### src/rtl/afe_pkg.sv
// Shared definitions for the AFE programming sequencer.
//   afe_state_e : sequencer FSM states
//   ADDR_*      : AFE register addresses written by the sequence
//   WORD_W      : width of one AFE serial word
//   afe_word()  : builds a write word {0, addr, 000, data}
package afe_pkg;

   localparam int WORD_W = 16;

   localparam logic [2:0] ADDR_CFG  = 3'd0;
   localparam logic [2:0] ADDR_GAIN = 3'd2;
   localparam logic [2:0] ADDR_OFF  = 3'd5;

   typedef enum logic [2:0] {
      ST_IDLE,
      ST_LATCH,
      ST_SHIFT,
      ST_GAP,
      ST_RUN,
      ST_DRAIN
   } afe_state_e;

   function automatic logic [WORD_W-1:0] afe_word(input logic [2:0] addr,
                                                  input logic [8:0] data);
      return {1'b0, addr, 3'b000, data};
   endfunction

endpackage

### src/rtl/afe_sequencer_if.sv
// Serial programming bus of the AFE.
//   afe_sclk  : serial clock, idles low, AFE samples on rising edge
//   afe_sdata : serial data, MSB first
//   afe_sload : frame strobe, active low
// master = sequencer side, slave = AFE side.
interface afe_sequencer_if;
   logic afe_sclk;
   logic afe_sdata;
   logic afe_sload;

   modport master (output afe_sclk, output afe_sdata, output afe_sload);
   modport slave  (input  afe_sclk, input  afe_sdata, input  afe_sload);
endinterface

### src/rtl/afe_spi_tx.sv
// Serializer for one 16-bit AFE word.
//   clk_100M, nrst : clock, async active-low reset
//   start, word    : load and start a frame (ignored while a frame is active)
//   done           : high during the last cycle of a frame (sload rises at its end)
//   sclk/sdata/sload : registered AFE bus outputs
// sclk half-period is CLK_DIV clocks; data moves on sclk falling edges and
// bit 15 is presented together with the sload falling edge.
module afe_spi_tx
   import afe_pkg::*;
#(
   parameter int CLK_DIV = 4
) (
   input  logic              clk_100M,
   input  logic              nrst,
   input  logic              start,
   input  logic [WORD_W-1:0] word,
   output logic              done,
   output logic              sclk,
   output logic              sdata,
   output logic              sload
);

   localparam logic [7:0] DIV_LAST = 8'(CLK_DIV - 1);

   logic              active_q, active_d;
   logic              sclk_q,   sclk_d;
   logic              sload_q,  sload_d;
   logic [7:0]        div_q,    div_d;
   logic [3:0]        bit_q,    bit_d;
   logic [WORD_W-1:0] shreg_q,  shreg_d;

   always_comb begin
      active_d = active_q;
      sclk_d   = sclk_q;
      sload_d  = sload_q;
      div_d    = div_q;
      bit_d    = bit_q;
      shreg_d  = shreg_q;
      done     = 1'b0;
      if (!active_q) begin
         div_d = '0;
         if (start) begin
            active_d = 1'b1;
            sload_d  = 1'b0;
            sclk_d   = 1'b0;
            bit_d    = '0;
            shreg_d  = word;
         end
      end else if (div_q == DIV_LAST) begin
         div_d = '0;
         if (!sclk_q) begin
            sclk_d = 1'b1;
         end else begin
            sclk_d = 1'b0;
            if (bit_q == 4'd15) begin
               // Last falling edge: close the frame with sclk already low.
               done     = 1'b1;
               active_d = 1'b0;
               sload_d  = 1'b1;
               shreg_d  = '0;
               bit_d    = '0;
            end else begin
               bit_d   = bit_q + 4'd1;
               shreg_d = {shreg_q[WORD_W-2:0], 1'b0};
            end
         end
      end else begin
         div_d = div_q + 8'd1;
      end
   end

   always_ff @(posedge clk_100M or negedge nrst) begin
      if (!nrst) begin
         active_q <= 1'b0;
         sclk_q   <= 1'b0;
         sload_q  <= 1'b1;
         div_q    <= '0;
         bit_q    <= '0;
         shreg_q  <= '0;
      end else begin
         active_q <= active_d;
         sclk_q   <= sclk_d;
         sload_q  <= sload_d;
         div_q    <= div_d;
         bit_q    <= bit_d;
         shreg_q  <= shreg_d;
      end
   end

   assign sclk  = sclk_q;
   assign sload = sload_q;
   assign sdata = shreg_q[WORD_W-1];

endmodule

### src/rtl/afe_sequencer.sv
// AFE programming sequencer: writes config, gain and offset words to the AFE
// whenever scanning is requested or the settings change, then enables the
// line-capture datapath.
//   clk_100M, nrst      : clock, async active-low reset
//   cont_en             : level request to scan
//   cont_gain, cont_off : live settings (gain [5:0], offset [8:0] used)
//   line_busy           : capture datapath is mid-line
//   afe                 : AFE serial bus (master side)
//   scan_run            : capture enable, high only in RUN
//   busy                : high outside IDLE and RUN
module afe_sequencer
   import afe_pkg::*;
#(
   parameter int         CLK_DIV  = 4,
   parameter int         GAP_CYC  = 8,
   parameter logic [8:0] CFG_DATA = 9'h0D8
) (
   input  logic              clk_100M,
   input  logic              nrst,
   input  logic              cont_en,
   input  logic [15:0]       cont_gain,
   input  logic [15:0]       cont_off,
   input  logic              line_busy,
   afe_sequencer_if.master   afe,
   output logic              scan_run,
   output logic              busy
);

   localparam int                GAP_W    = (GAP_CYC > 1) ? $clog2(GAP_CYC) : 1;
   localparam logic [GAP_W-1:0]  GAP_LAST = GAP_W'(GAP_CYC - 1);
   localparam logic [GAP_W-1:0]  GAP_ONE  = GAP_W'(1);

   afe_state_e        state_q,    state_d;
   logic [5:0]        gain_sh_q,  gain_sh_d;
   logic [8:0]        off_sh_q,   off_sh_d;
   logic [1:0]        idx_q,      idx_d;
   logic [GAP_W-1:0]  gap_q,      gap_d;
   logic              abort_q,    abort_d;
   logic              scan_run_q, scan_run_d;
   logic              busy_q,     busy_d;

   logic              mismatch;
   logic              tx_start;
   logic              tx_done;
   logic [WORD_W-1:0] tx_word;
   logic              unused_bits;

   assign unused_bits = ^{cont_gain[15:6], cont_off[15:9]};
   assign mismatch    = (cont_gain[5:0] != gain_sh_q) || (cont_off[8:0] != off_sh_q);

   always_comb begin
      state_d   = state_q;
      gain_sh_d = gain_sh_q;
      off_sh_d  = off_sh_q;
      idx_d     = idx_q;
      gap_d     = gap_q;
      abort_d   = abort_q;
      unique case (state_q)
         ST_IDLE: begin
            if (cont_en) state_d = ST_LATCH;
         end
         ST_LATCH: begin
            gain_sh_d = cont_gain[5:0];
            off_sh_d  = cont_off[8:0];
            idx_d     = '0;
            abort_d   = 1'b0;
            state_d   = ST_SHIFT;
         end
         ST_SHIFT: begin
            // A dropped request lets the current word finish, then stops.
            if (!cont_en) abort_d = 1'b1;
            if (tx_done) begin
               state_d = ST_GAP;
               gap_d   = '0;
            end
         end
         ST_GAP: begin
            if (gap_q == GAP_LAST) begin
               if (!cont_en || abort_q)  state_d = ST_IDLE;
               else if (idx_q != 2'd2) begin
                  idx_d   = idx_q + 2'd1;
                  state_d = ST_SHIFT;
               end
               else if (mismatch)        state_d = ST_LATCH;
               else                      state_d = ST_RUN;
            end else begin
               gap_d = gap_q + GAP_ONE;
            end
         end
         ST_RUN: begin
            if (!cont_en || mismatch) state_d = ST_DRAIN;
         end
         ST_DRAIN: begin
            if (!line_busy) state_d = cont_en ? ST_LATCH : ST_IDLE;
         end
         default: state_d = ST_IDLE;
      endcase

      scan_run_d = (state_d == ST_RUN);
      busy_d     = !((state_d == ST_IDLE) || (state_d == ST_RUN));
   end

   // The serializer loads on the edge that enters SHIFT, so the word is built
   // from next-state values (shadows captured in LATCH are visible here).
   assign tx_start = (state_d == ST_SHIFT) && (state_q != ST_SHIFT);

   always_comb begin
      unique case (idx_d)
         2'd0:    tx_word = afe_word(ADDR_CFG,  CFG_DATA);
         2'd1:    tx_word = afe_word(ADDR_GAIN, {3'b000, gain_sh_d});
         default: tx_word = afe_word(ADDR_OFF,  off_sh_d);
      endcase
   end

   always_ff @(posedge clk_100M or negedge nrst) begin
      if (!nrst) begin
         state_q    <= ST_IDLE;
         gain_sh_q  <= '0;
         off_sh_q   <= '0;
         idx_q      <= '0;
         gap_q      <= '0;
         abort_q    <= 1'b0;
         scan_run_q <= 1'b0;
         busy_q     <= 1'b0;
      end else begin
         state_q    <= state_d;
         gain_sh_q  <= gain_sh_d;
         off_sh_q   <= off_sh_d;
         idx_q      <= idx_d;
         gap_q      <= gap_d;
         abort_q    <= abort_d;
         scan_run_q <= scan_run_d;
         busy_q     <= busy_d;
      end
   end

   afe_spi_tx #(.CLK_DIV(CLK_DIV)) u_tx (
      .clk_100M (clk_100M),
      .nrst     (nrst),
      .start    (tx_start),
      .word     (tx_word),
      .done     (tx_done),
      .sclk     (afe.afe_sclk),
      .sdata    (afe.afe_sdata),
      .sload    (afe.afe_sload)
   );

   assign scan_run = scan_run_q;
   assign busy     = busy_q;

endmodule
### src/flat_wrapper.sv
// flat-port wrapper written by rule: the top's interface ports become plain ports
module afe_sequencer_flat import afe_pkg::*;
#(
   parameter int         CLK_DIV  = 4,
   parameter int         GAP_CYC  = 8,
   parameter logic [8:0] CFG_DATA = 9'h0D8
)
  (clk_100M, nrst, cont_en, cont_gain, cont_off, line_busy, scan_run, busy, afe_afe_sclk, afe_afe_sdata, afe_afe_sload);
  afe_sequencer_if afe_i ();
  input  logic clk_100M;
  input  logic nrst;
  input  logic cont_en;
  input  logic [15:0] cont_gain;
  input  logic [15:0] cont_off;
  input  logic line_busy;
  output logic scan_run;
  output logic busy;
  output wire logic [$bits(afe_i.afe_sclk)-1:0] afe_afe_sclk;
  output wire logic [$bits(afe_i.afe_sdata)-1:0] afe_afe_sdata;
  output wire logic [$bits(afe_i.afe_sload)-1:0] afe_afe_sload;
  assign afe_afe_sclk = afe_i.afe_sclk;
  assign afe_afe_sdata = afe_i.afe_sdata;
  assign afe_afe_sload = afe_i.afe_sload;
  afe_sequencer #(.CLK_DIV(CLK_DIV), .GAP_CYC(GAP_CYC), .CFG_DATA(CFG_DATA)) u_core (.clk_100M(clk_100M), .nrst(nrst), .cont_en(cont_en), .cont_gain(cont_gain), .cont_off(cont_off), .line_busy(line_busy), .afe(afe_i), .scan_run(scan_run), .busy(busy));
endmodule
### config.mk
export PLATFORM = sky130hd
export DESIGN_NAME = afe_sequencer_flat
export DESIGN_NICKNAME = d
export VERILOG_FILES = /design/src/rtl/afe_pkg.sv /design/src/rtl/afe_sequencer_if.sv /design/src/rtl/afe_spi_tx.sv /design/src/rtl/afe_sequencer.sv /design/src/flat_wrapper.sv
export SDC_FILE = /design/constraint.sdc
export NUM_CORES = 1
export LEC_CHECK = 0
export ABC_AREA = 1
export CORE_ASPECT_RATIO = 0.75
export CORE_MARGIN = 4
export CORE_UTILIZATION = 56
export DETAILED_ROUTE_END_ITERATION = 12
export PLACE_DENSITY = 0.83
export SYNTH_ARGS = -nofsm -noshare
export SYNTH_HDL_FRONTEND = slang
export SYNTH_HIERARCHICAL = 1
export SYNTH_SLANG_ARGS = --single-unit
### constraint.sdc
create_clock -name clk_100M -period 2.5 [get_ports clk_100M]
set_input_delay 0.625 -clock clk_100M [delete_from_list [all_inputs] [get_ports clk_100M]]
set_output_delay 0.625 -clock clk_100M [all_outputs]
set_load 0.05 [all_outputs]
==> flow_summary.yaml <==
setup_path:
  worst_ep_arrival_time_ns: 2.70
  slowest_stage: "clkdlybuf4s50_1"
  start_kind: "input pin"
  worstPathCellList: "clkdlybuf4s50_1 > inv_1 > nand2_1 > nand2_1 > nor2_1 > nand2_1 > nor2_1 > buf_4 > nand2_2 > a21oi_2 > nand2_2 > nor2_4 > buf_6 > nand2_2 > nand2_4 > clkbuf_16 > nand3_1 > nand2_1"
  cp_max_fo: 5
  endpoint_kind: "flip-flop"
  critPathKind: "input pin to flip-flop"
  critPathRequiredTime_ns: 2.77
  path_common_cell: "nand2_1"
  max_stage_delay_ns: 0.47
  r2r_slack_ns: 0.16
  reg2reg_depth: 16
global_route:
  grt_remaining_overflow: 0
  antenna_found_initial: 0
  track_usage: 0.214
  grt_pass1_vias: 2876
  grt_max_degree: 58
  grt_pass1_wl_um: 12500
place:
  port_buffers: 23
  placedCellCount: 563
  place_congestion: 0.824
  dp_hpwl_um: 4950
drt:
  dr_total_vias: 3059
  first_pass_iters: 5
  routed_wirelength_um: 7870
  antenna_left: 0
  route.detailed.drc: 0
  drt-wirelength-per-cell_um: 13.5
  first_iter_violations: 268
  vias_per_cell: 5.23
timing:
  max_slew_margin: 0.659
  fin_crit_sh: 0.973
  hold_viol: 0
  max_freq_mhz: 411
  drv_slew: 0
  min_period_ns: 2.43
  worstMarginPinSlew_ns: 0.510
  finalSetupViolations: 0
  clock_skew_ns: 0.0106
outcome:
  status: "completed"
clock_network:
  cts_made_buffers: 9
  clk_root_buffer_cell: "clkbuf_8"
  clockBufferDepth: 2
  clkTransAtPathRegs_ns: 0.07
  htreeDepth: 3
  cts_tree: "done"
  clock-sinks: 57
  clkLatencyLatePin_ns: 0.34
  cts_hold_buf: 0
layout:
  finish.utilization: 0.705
  fin_cells: 585
  antenna_cells: 0
  nNetsFinal: 545
  synthToLayoutAreaGrowth_pct: 22.1
  drive_gt1_frac: 0.164
floorplanning:
  die_w_um: 97.5
  fp.dieH_um: 75.1
  core_area_um2: 5830
  num_rows: 24
  dieArea_um2: 7320
  initial_core_util: 0.578
  io_pins: 41
synth:
  syn_inst: 456
  post_synth.cell_area_avg_um2: 7.38
  synthTopCellsByArea: "dfrtp_1 (42%), nand2_1 (19%), nand3_1 (7.3%)"
  synth_cell_types: 38
  async_flop_share: 1.00
  synth-seq-area-share: 0.424
  yosysTopAreaCellShare: 0.417
  synth_edf_count: 0
  netlist_area_um2: 3360
  ys_seq_elements: 57
  synth_ff_type: "dfrtp_1"
  yosysWarnings: 6
  synth_top_cell_by_area: "dfrtp_1"
power_and_ir_drop:
  report.power.total_uw: 3770
  vdd_drop_max_v: 0.000576
  pwr_density_cell_nw_per_um2: 917
  power.leakage_uw: 0.00232
run:
  cap_violations: 0
hold_path:
  hp-class: "input pin to asynchronous set/reset pin"
cell usage after synthesis (2+ instances only):
cell type	count
a21oi_1	7
dfrtp_1	56
clkbuf_1	2
nor2_1	34
buf_6	4
o21ai_0	12
nand2_1	169
buf_4	3
nor3b_1	3
nand3_1	49
nand2_4	3
nand3_2	4
a21oi_2	2
a22o_1	2
ha_1	7
nand4_1	2
nand3_4	2
buf_2	6
o21ai_1	5
inv_2	5
nand2_2	6
nor2_4	3
inv_1	54
xnor2_1	2
report_power, final:
| group | total, uW | internal (uW) | leakage [uW] | switching, uW |
|---|---|---|---|---|
| Clock | 819 | 465 | 0.000102 | 354 |
| Combinational | 1410 | 551 | 0.00151 | 861 |
| Sequential | 1540 | 1260 | 0.000713 | 276 |
area by class of cell:
type                            count  area (um^2)
Clock inverter                      2         10.0
Timing Repair Buffer               46          490
Multi-Input combinational cell    328         1670
Tap cell                           78         97.6
Inverter                           60          226
Fill cell                         456         1720
Clock buffer                       14          183
Sequential cell                    57         1430
final timing paths:
kind / startpoint / to
hold reg to reg: u_core/u_tx/shreg_q[8] / u_core/u_tx/shreg_q[8]
hold / removal: nrst / u_core/state_q[2]
max in group asynchronous: nrst / u_core/u_tx/sload
setup reg to reg: u_core/u_tx/div_q[0] / u_core/u_tx/shreg_q[4]
setup / recovery: cont_off[8] / u_core/u_tx/shreg_q[4]
min in group clk_100M: u_core/u_tx/shreg_q[8] / u_core/u_tx/shreg_q[8]
per-stage QoR:
step	cell area [um^2]	setup WS [ns]	hold slack (ns)	TNS, ns
6_report	4110	0.0684	0.271	0
2_1_floorplan	3380	0.352	0.329	0
5_1_grt	4110	-0.0771	0.294	-1.34
4_1_cts	3960	0.0199	0.284	0
3_5_place_dp	3750	-0.400	0.460	-8.34
3_3_place_gp	3750	-0.299	0.450	-6.20
sequential cells by signal, indices dropped and copies added (netlist names), 2 cells and up:
register             count
u_core/u_tx/div_q        8
u_core/gap_q             3
u_core/u_tx/shreg_q     16
u_core/idx_q             2
u_core/state_q           3
u_core/gain_sh_q         6
u_core/off_sh_q          9
u_core/u_tx/bit_q        4
cells in the final DEF, fill, tap and decap left out, drive strengths merged, types with 2 or more instances in the layout:
master / netlist / routed
o21ai: 18 / 18
nor3: 2 / 2
ha: 7 / 7
dlymetal6s2s: 0 / 10
a22o: 2 / 2
clkdlybuf4s50: 0 / 12
inv: 59 / 59
a21oi: 9 / 9
nor2: 38 / 38
nand3: 55 / 56
clkbuf: 2 / 16
o22ai: 2 / 2
buf: 13 / 22
nor3b: 3 / 3
dfrtp: 56 / 56
xnor2: 2 / 2
conb: 1 / 4
nand4: 2 / 2
clkinv: 1 / 3
nand2: 178 / 178
critical path: cells and delay by family:
kind                   cells  cell delay (ns)
buffers and inverters      5             0.94
and+or+nand+nor           12             1.00
AOI/OAI and AO/OA          1             0.17
cells by family after synthesis:
group / count (synthesis) / synth area share
buf+inv: 75 / 0.0985
simple gates: 280 / 0.379
xor+xnor: 2 / 0.00521
compound gates: 34 / 0.0655
fa+ha+maj: 7 / 0.0260
other cells: 1 / 0.00111
flops: 57 / 0.424
layer usage:
metal / up-vias / wire length (um) / global-route usage
met1: 1428 / 3380 / 0.260
met2: 107 / 3870 / 0.369
met4: 0 / 95 / 0.0783
li1: 1511 / - / -
met5: - / 0 / 0
met3: 13 / 525 / 0.0639
what timing repair did:
action | 4_1_cts | 5_1_grt
resized for setup | 2 | 24
setup endpoints to repair | 19 | 22
pin swaps | 2 | 20
gates cloned | 1 | 3
setup buffers | 0 | 2
No activity file was read; power rests on OpenSTA's default activity.
